===== config.mk =====
export PLATFORM = sky130hd
export DESIGN_NAME = elc_scan_ctrl
export DESIGN_NICKNAME = d
export VERILOG_FILES = /design/src/rtl/elc_pkg.sv /design/src/rtl/elc_tick_counter.sv /design/src/rtl/elc_scan_ctrl.sv
export SDC_FILE = /design/constraint.sdc
export NUM_CORES = 1
export LEC_CHECK = 0
export ABC_AREA = 1
export CAP_MARGIN = 20
export CORE_ASPECT_RATIO = 0.6
export CORE_MARGIN = 4
export CORE_UTILIZATION = 54
export CTS_BUF_LIST = sky130_fd_sc_hd__clkbuf_8
export DETAILED_ROUTE_END_ITERATION = 10
export GPL_ROUTABILITY_DRIVEN = 0
export HOLD_SLACK_MARGIN = 0.08
export PLACE_DENSITY = 0.8
export SLEW_MARGIN = 10
export SYNTH_ARGS = -nofsm -noshare
export SYNTH_HDL_FRONTEND = slang
export SYNTH_SLANG_ARGS = --single-unit

===== constraint.sdc =====
create_clock -name clk -period 2.35 [get_ports clk]
set_clock_uncertainty 0.1 [all_clocks]
set_input_delay 0.235 -clock clk [delete_from_list [all_inputs] [get_ports clk]]
set_output_delay 0.235 -clock clk [all_outputs]
set_load 0.005 [all_outputs]

===== src/rtl/elc_pkg.sv =====
// Shared types and helpers for the SCAN elevator controller.
// Floor vectors are handled at a fixed maximum width inside the helpers.
package elc_pkg;

    typedef enum logic [1:0] {
        IDLE = 2'd0,
        MOVE = 2'd1,
        DOOR = 2'd2
    } elc_state_e;

    localparam logic DIR_UP = 1'b1;
    localparam logic DIR_DN = 1'b0;

    localparam int ELC_MAX_FLOORS = 32;
    typedef logic [ELC_MAX_FLOORS-1:0] elc_vec_t;

    // All floors strictly above the one-hot floor.
    function automatic elc_vec_t elc_above_mask(input elc_vec_t onehot);
        return ~((onehot << 1) - elc_vec_t'(1));
    endfunction

    // All floors strictly below the one-hot floor.
    function automatic elc_vec_t elc_below_mask(input elc_vec_t onehot);
        return onehot - elc_vec_t'(1);
    endfunction

endpackage


===== src/rtl/elc_tick_counter.sv =====
// Wrapping 0..MAX-1 tick counter; done flags the last tick of a period.
// clear restarts from 0, hold freezes the count.
module elc_tick_counter #(
    parameter int MAX = 4
) (
    input  logic clk_i,
    input  logic rst_n_i,
    input  logic clear_i,
    input  logic hold_i,
    output logic done_o
);

    localparam int CW = (MAX > 1) ? $clog2(MAX) : 1;
    localparam logic [CW-1:0] LAST = CW'(MAX - 1);

    logic [CW-1:0] count_q;

    assign done_o = !clear_i && !hold_i && (count_q == LAST);

    // Tick count register
    always_ff @(posedge clk_i or negedge rst_n_i) begin
        if (!rst_n_i) begin
            count_q <= CW'(0);
        end else if (clear_i || done_o) begin
            count_q <= CW'(0);
        end else if (!hold_i) begin
            count_q <= count_q + CW'(1);
        end
    end

endmodule


===== src/rtl/elc_scan_ctrl.sv =====
// SCAN-order elevator controller: latches requests into a pending mask,
// travels floor by floor with timed moves and a timed, holdable door dwell.
import elc_pkg::*;

module elc_scan_ctrl #(
    parameter int N_FLOORS    = 8,
    parameter int FLOOR_TICKS = 4,
    parameter int DOOR_TICKS  = 6,
    parameter int RESET_FLOOR = 0
) (
    input  logic                clk,
    input  logic                reset,
    input  logic                req_valid,
    input  logic [N_FLOORS-1:0] req_floor,
    input  logic                over_time,
    input  logic                over_weight,
    output logic [N_FLOORS-1:0] out_current_floor,
    output logic                direction,
    output logic                moving,
    output logic                door_open,
    output logic                complete,
    output logic                door_alert,
    output logic                weight_alert,
    output logic [N_FLOORS-1:0] pending
);

    localparam logic [N_FLOORS-1:0] ZERO_VEC     = {N_FLOORS{1'b0}};
    localparam logic [N_FLOORS-1:0] RESET_ONEHOT = {{(N_FLOORS-1){1'b0}}, 1'b1} << RESET_FLOOR;

    elc_state_e          state_q;
    logic [N_FLOORS-1:0] cur_q;
    logic [N_FLOORS-1:0] pending_q;
    logic [N_FLOORS-1:0] pending_d;
    logic                dir_q;
    logic                moving_q;
    logic                door_open_q;
    logic                complete_q;
    logic                door_alert_q;
    logic                weight_alert_q;

    logic [N_FLOORS-1:0] serve_s;
    logic [N_FLOORS-1:0] next_floor_s;
    logic                ahead_up_s;
    logic                ahead_dn_s;
    logic                fwd_s;
    logic                back_s;
    logic                here_s;
    logic                arrive_s;
    logic                absorb_s;
    logic                travel_done_s;
    logic                dwell_done_s;

    assign ahead_up_s   = |(elc_vec_t'(pending_q) & elc_above_mask(elc_vec_t'(cur_q)));
    assign ahead_dn_s   = |(elc_vec_t'(pending_q) & elc_below_mask(elc_vec_t'(cur_q)));
    assign fwd_s        = dir_q ? ahead_up_s : ahead_dn_s;
    assign back_s       = dir_q ? ahead_dn_s : ahead_up_s;
    assign here_s       = |(cur_q & pending_q);
    assign next_floor_s = dir_q ? (cur_q << 1) : (cur_q >> 1);
    assign arrive_s     = (state_q == MOVE) && travel_done_s && |(next_floor_s & pending_q);
    assign absorb_s     = (state_q == DOOR) && req_valid && |(req_floor & cur_q);

    elc_tick_counter #(.MAX(FLOOR_TICKS)) u_travel (
        .clk_i   (clk),
        .rst_n_i (reset),
        .clear_i (state_q != MOVE),
        .hold_i  (1'b0),
        .done_o  (travel_done_s)
    );

    // Alerts and same-floor requests pin the dwell at its first tick.
    elc_tick_counter #(.MAX(DOOR_TICKS)) u_dwell (
        .clk_i   (clk),
        .rst_n_i (reset),
        .clear_i ((state_q != DOOR) || over_time || over_weight || absorb_s),
        .hold_i  (1'b0),
        .done_o  (dwell_done_s)
    );

    // Floor being served this cycle and next pending mask
    always_comb begin
        serve_s = ZERO_VEC;
        if (state_q == DOOR) begin
            serve_s = cur_q;
        end else if ((state_q == IDLE) && here_s) begin
            serve_s = cur_q;
        end else if (arrive_s) begin
            serve_s = next_floor_s;
        end else begin
            serve_s = ZERO_VEC;
        end
        pending_d = (pending_q & ~serve_s) | (req_valid ? (req_floor & ~serve_s) : ZERO_VEC);
    end

    // Controller FSM with registered outputs
    always_ff @(posedge clk or negedge reset) begin
        if (!reset) begin
            state_q        <= IDLE;
            cur_q          <= RESET_ONEHOT;
            dir_q          <= DIR_UP;
            pending_q      <= ZERO_VEC;
            moving_q       <= 1'b0;
            door_open_q    <= 1'b0;
            complete_q     <= 1'b0;
            door_alert_q   <= 1'b0;
            weight_alert_q <= 1'b0;
        end else begin
            pending_q      <= pending_d;
            complete_q     <= 1'b0;
            door_alert_q   <= over_time && (state_q == DOOR);
            weight_alert_q <= over_weight && (state_q != MOVE);
            case (state_q)
                IDLE: begin
                    if (here_s) begin
                        state_q     <= DOOR;
                        door_open_q <= 1'b1;
                        complete_q  <= 1'b1;
                    end else if (over_weight) begin
                        state_q <= IDLE;
                    end else if (ahead_up_s && (dir_q || !ahead_dn_s)) begin
                        dir_q    <= DIR_UP;
                        state_q  <= MOVE;
                        moving_q <= 1'b1;
                    end else if (ahead_dn_s) begin
                        dir_q    <= DIR_DN;
                        state_q  <= MOVE;
                        moving_q <= 1'b1;
                    end else begin
                        state_q <= IDLE;
                    end
                end
                MOVE: begin
                    if (travel_done_s) begin
                        cur_q <= next_floor_s;
                        if (arrive_s) begin
                            state_q     <= DOOR;
                            moving_q    <= 1'b0;
                            door_open_q <= 1'b1;
                            complete_q  <= 1'b1;
                        end
                    end
                end
                DOOR: begin
                    if (dwell_done_s) begin
                        door_open_q <= 1'b0;
                        if (fwd_s) begin
                            state_q  <= MOVE;
                            moving_q <= 1'b1;
                        end else if (back_s) begin
                            dir_q    <= ~dir_q;
                            state_q  <= MOVE;
                            moving_q <= 1'b1;
                        end else begin
                            state_q <= IDLE;
                        end
                    end
                end
                default: begin
                    state_q     <= IDLE;
                    moving_q    <= 1'b0;
                    door_open_q <= 1'b0;
                end
            endcase
        end
    end

    assign out_current_floor = cur_q;
    assign direction         = dir_q;
    assign moving            = moving_q;
    assign door_open         = door_open_q;
    assign complete          = complete_q;
    assign door_alert        = door_alert_q;
    assign weight_alert      = weight_alert_q;
    assign pending           = pending_q;

endmodule


* Word-level counts from Yosys, hierarchy flattened
Index checks and enable logic that the tools add are counted.
Cells by class: divide/modulo/power cells 0, reduce and logical (&&, ||, !) cells 31, mux-type cells 46, shifts and indexed selects 0, $add $sub $neg 4, equal/unequal tests 16, order comparisons 0, bitwise logic cells 11, multiply operators 0
Operators with widths (number):
- 8-bit by 32-bit bitwise AND with 32-bit output | 2
- 32-bit OR reduction | 2
- 8-bit bitwise AND | 5
- 8-bit 2-to-1 mux | 5
- 32-bit NOT | 1
- 1-bit 2-to-1 mux | 30
- 8-bit OR reduction | 3
- 2-bit inequality test, second input constant | 8
- 7-bit AND reduction | 2
- 1-bit logical AND | 10
- 2-bit 2-to-1 mux | 5
- 9-bit by 1-bit subtractor with 10-bit output, second input constant | 1
- 8-bit by 1-bit subtractor with 9-bit output, second input constant | 1
- 8-bit NOT | 1
- 8-bit bitwise OR | 1
- 1-bit logical OR | 6
- 1-bit case mux with 3 select lines | 2
- 2-bit case mux with 3 select lines | 1
- 2-bit == test, second input constant | 2
- 2-bit by 1-bit inequality test with 1-bit output, second input constant | 2
- 1-bit case mux with 2 select lines | 2
- 4-bit AND reduction | 1
- 3-bit by 1-bit adder with 3-bit output, second input constant | 1
- 3-bit == test, second input constant | 1
- 11 further kinds | 13
Word-level totals: memories 0, memory bits (writable) 0, latch bits 0, flip-flop bits (word level) 29, memory bits (read-only) 0, output and inout bits 22

* Depth between registers and ports, before layout
word-level depth 12, gate-level depth with buffers 17

* By module
A second synthesis with hierarchy kept.
Unflattened totals: cell total of the unflattened synthesis 293, area total of the unflattened synthesis 2040.7 um^2
Modules (own cells, without submodules):
- elc_scan_ctrl | times used 1, cells each 254, area an instance 1744.2 um^2
- elc_tick_counter at u_dwell | times used 1, cells each 21, area an instance 172.7 um^2
- elc_tick_counter at u_travel | times used 1, cells each 18, area an instance 123.9 um^2

* Worst setup path after synthesis
No wires, ideal clock.
path kind register -> register, start register cur_q[0] (netlist: out_current_floor[0]), end register moving_q (netlist: moving), path slack 0.373 ns, arrival time 1.759 ns, period minus slack after synthesis 1.977 ns, data required time 2.132 ns, cell stages (with the launch flop) 15, path buffers 0, library setup time 0.118 ns, cell sequence dfstp_2 -> inv_2 -> ha_1 -> nand2_1 -> nand2_1 -> inv_1 -> nand2_1 -> inv_1 -> nand3_1 -> nor2_1 -> nand3_2 -> nand2_1 -> a21oi_1 -> nand3_1 -> nand2_1
Between the ends: word-level cells in the longest chain between the ends 10, elaborated cells on any way between the ends 36, classes of those cells add/sub (2); eq/ne (5); mux (9); bitwise (6); reduce/logical (14)
RTL lines:
- start, declared | line elc_scan_ctrl.sv:31 | logic [N_FLOORS-1:0] cur_q;
- start signal, assigned | line elc_scan_ctrl.sv:133 | cur_q <= next_floor_s;
- 8-bit by 1-bit subtractor with 9-bit output | line elc_pkg.sv:24 | return onehot - elc_vec_t'(1);
- 8-bit by 32-bit bitwise AND with 32-bit output | line elc_scan_ctrl.sv:54 | assign ahead_dn_s = |(elc_vec_t'(pending_q) & elc_below_mask(elc_vec_t'(cur_q)));
- 32-bit OR reduction | line elc_scan_ctrl.sv:54
- 1-bit zero test | line elc_scan_ctrl.sv:119 | end else if (ahead_up_s && (dir_q || !ahead_dn_s)) begin
- 1-bit logical OR | line elc_scan_ctrl.sv:119
- 1-bit logical AND | line elc_scan_ctrl.sv:119
- 1-bit 2-to-1 mux | line elc_scan_ctrl.sv:119
- 1-bit 2-to-1 mux | line elc_scan_ctrl.sv:117 | end else if (over_weight) begin
- 1-bit 2-to-1 mux | line elc_scan_ctrl.sv:113 | if (here_s) begin
- 1-bit case mux with 3 select lines | line elc_scan_ctrl.sv:111 | case (state_q)
- end signal, assigned | line elc_scan_ctrl.sv:122 | moving_q <= 1'b1;
- end signal, assigned | line elc_scan_ctrl.sv:126 | moving_q <= 1'b1;
- end signal, assigned | line elc_scan_ctrl.sv:136 | moving_q <= 1'b0;
- end, declared | line elc_scan_ctrl.sv:35 | logic moving_q;
Parallel ways exist; a longest one is shown, timed or not. The select of a mux whose other input is x is not followed. A chain may end at the register's enable or synchronous reset.

* Worst setup path in the final report
Same ends and word-level chain as after synthesis.

==> summary.md <==
| Metric | Value |
|---|---|
| Hold_ws | `0.239 ns` |
| Yosys cell types | `29` |
| Port Buffers | `34` |
| Final worst slack | `roughly 0.17 ns` |
| Minimum clock period | `about 2.2 ns` |
| RSZ-0062 raised after global routing | `no` |
| Top FF cell, synth | `dfrtp_1` |
| Total track usage | `0.232` |
| Design Power | `between 1000 and 1500 uW` |
| CTS root buffer | `clkbuf_8` |
| Gr ovfl total | `0` |
| Vias per cell | `5.46` |
| Final design utilization | `0.705` |
| Routed length on met3 | `~530 um` |
| Hold Crit Class | `in -> async` |
| Top Layer Used | `met4` |
| Achievable frequency | `between 400 and 500 MHz` |
| M1 WL | `2.41 mm` |
| DRT Wirelength | `between 4 and 5 mm` |
| Syn_area_per_cell | `approximately 7.1 um^2` |
| # IOs | `35` |
| Die ar. | `between 4000 and 5000 um^2` |
| Antenna violations before repair | `0` |
| Pleak | `around 0.0012 uW` |
| Core Region | `around 3300 um^2` |
| Total CTS buffers | `5` |
| Crit. End Element | `flop` |
| DR WL met2 | `roughly 1.9 mm` |
| Reported max-cap violation count | `0` |
| Die Y | `53.6 um` |
| Synth Cell Area | `roughly 1900 um^2` |
| Largest cells by area after synthesis | `dfrtp_1 (36%), nand2_1 (19%), inv_1 (5.6%), nand3_1 (5.1%), nor2_1 (4.2%)` |
| Tightest Pin Transition | `0.397 ns` |
| Num Clock Sinks | `29` |
| Crit path launch type | `flop` |
| Status | `finished clean` |
| N_diodes | `0` |
| Sequential share of the synthesized area | `0.389` |
| Worst IR Drop VDD | `between 400 and 500 uV` |
| Die Span X | `around 84 um` |
| Top cell type's share of synthesized area | `0.361` |
| Pre-Repair DR Iteration Count | `5` |
| Setup bufs post-CTS | `0` |
| Largest net degree at the start of global routing | `30` |
| Most frequent cells after synthesis | `nand2_1 (93), inv_1 (28), dfrtp_1 (27)` |
| Final Hold Fails | `0` |
| CP max FO | `8` |
| TritonCTS clock tree | `done` |
| Yosys top cell by area | `dfrtp_1` |
| First-pass GRT wire length | `slightly below 8 mm` |
| Num rows | `16` |
| Count leader, synth | `nand2_1` |
| Clock buffer depth | `2` |
| Slew Viols, Final | `0` |
| DR vias | `about 1,900` |
| Clock latency on the worst-skew pair | `about 0.28 ns` |
| Remaining DRCs | `0` |
| Syn-to-layout area delta | `23.6%` |
| Setup_tns | `0 ns` |
| Nets | `318` |
| Dpl hpwl | `~3.7 mm` |
| First DRT Iteration DRCs | `approximately 320` |
| Pwr/cell area | `slightly below 500 nW/um^2` |
| Initial Utilization | `0.571` |
| Post-synth EDFFs | `0` |
| Fin crit share | `0.926` |
| Post-Synthesis Cells | `approximately 260` |
| Final setup violation count | `0` |
| Mapped Nets | `280` |
| Hold_buf cts | `0` |
| Final ANT Viol Nets | `0` |
| Req. time, crit path | `around 2.4 ns` |
| Layout cells sized above 1 | `0.113` |
| Worst R2R Setup Slack | `between 0.15 and 0.2 ns` |
| Critical Path AT | `around 2.3 ns` |
| Yosys reg bits | `29` |
| Clk slew on worst S/H paths | `around 0.07 ns` |
| CTS H-tree depth | `2` |
| Vias in the first global route | `roughly 1,600` |
| Setup CP Type | `reg -> reg` |
| Max_slew headroom | `0.736` |
| Post-synthesis async set-or-reset flop share | `1.00` |
| Yosys warns | `0` |
| Post-DR wirelength/cell | `14.1 um` |
| Pre-CTS setup slack | `between 0.2 and 0.25 ns` |
==> worst max-delay path: stages (launching register included) <==
cell and delay, ns:
dfstp_2 0.61, inv_2 0.09, ha_2 0.32, inv_1 0.04, nand2_1 0.05, nand2_1 0.05
inv_1 0.04, nand2_1 0.04, inv_1 0.05, nand3_1 0.10, nor2_2 0.13, nand3_2 0.11
nand2_1 0.09, a21oi_1 0.09, nand3_1 0.11, nand2_1 0.06
==> power by group <==
group | internal (uW) | switching [uW]
clock | 200 | 190
combinational | 85.6 | 117
sequential | 530 | 13.3
==> layout by cell type, fill, tap and decap left out <==
cell type | Yosys | layout
nand2_2 | 3 | 3
clkbuf_8 | 0 | 5
nor2_2 | 2 | 2
a22oi_1 | 1 | 1
nor2_1 | 21 | 21
nand2_4 | 1 | 1
dfrtp_1 | 27 | 27
nand4_1 | 4 | 4
nand2_1 | 93 | 93
ha_1 | 4 | 3
nor2_4 | 1 | 1
nand3_2 | 2 | 2
xnor2_1 | 1 | 1
a221oi_2 | 1 | 1
ha_2 | 0 | 1
clkdlybuf4s50_1 | 0 | 34
a221oi_1 | 7 | 7
nor3_1 | 2 | 2
o21ai_2 | 2 | 2
a21oi_2 | 1 | 1
buf_4 | 2 | 5
o21ai_0 | 11 | 11
nand3_1 | 19 | 19
inv_2 | 6 | 6
inv_1 | 28 | 29
a21oi_1 | 10 | 10
clkinv_2 | 0 | 2
dfstp_2 | 2 | 2
o21ai_1 | 4 | 4
a211oi_1 | 2 | 2
==> layout make-up <==
class | instances | area [um^2]
clock buffer | 5 | 68.8
tap | 45 | 56.3
clock inverter | 3 | 13.8
timing repair buffer | 39 | 378
fill | 279 | 967
sequential | 29 | 728
multi-input combinational | 192 | 943
inverter | 34 | 128
==> registers in the layout, summed over array words and instances (netlist names) <==
| register | count |
|---|---|
| direction | 1 |
| out_current_floor | 8 |
| state_q | 2 |
| door_open | 1 |
| moving | 1 |
| u_dwell.count_q | 3 |
| u_travel.count_q | 2 |
| pending | 8 |
| door_alert | 1 |
| weight_alert | 1 |
| complete | 1 |
==> stage by stage <==
stage | instance area, um^2 | cells
CTS | 2310 | 347
global placement | 2230 | 339
global route | 2320 | 347
detailed placement | 2230 | 339
floorplan | 1870 | 263
finish | 2320 | 347
==> what timing repair did <==
item,in CTS,in global routing
setup endpoints to repair,0,3
endpoints found under the hold margin,0,0
gates resized for setup,0,1
==> routing by layer <==
metal | vias up | global-route usage
li1 | 930 | -
met1 | 843 | 0.370
met2 | 111 | 0.298
met3 | 9 | 0.0612
met4 | 0 | 0.0615
met5 | - | 0
==> kinds of logic after synthesis <==
kind of cell	Yosys count	share of synthesized area
AO/OA/AOI/OAI	39	0.134
XOR/XNOR	1	0.00468
adder cells (fa/ha/maj)	4	0.0267
buffers and inverters	42	0.109
flip-flops	29	0.389
AND/OR/NAND/NOR	148	0.337
==> path summary, 6_finish.rpt <==
kind,end,depth (start not counted),from
max in group asynchronous,direction,2,reset
min in group clk,u_travel.count_q[0],1,u_travel.count_q[0]
worst min register to register,u_travel.count_q[0],1,u_travel.count_q[0]
worst max register to register,moving,15,out_current_floor[0]
worst min-delay path,pending[6],2,reset
worst max-delay path,moving,15,out_current_floor[0]
No activity file was read; power rests on OpenSTA's default activity.
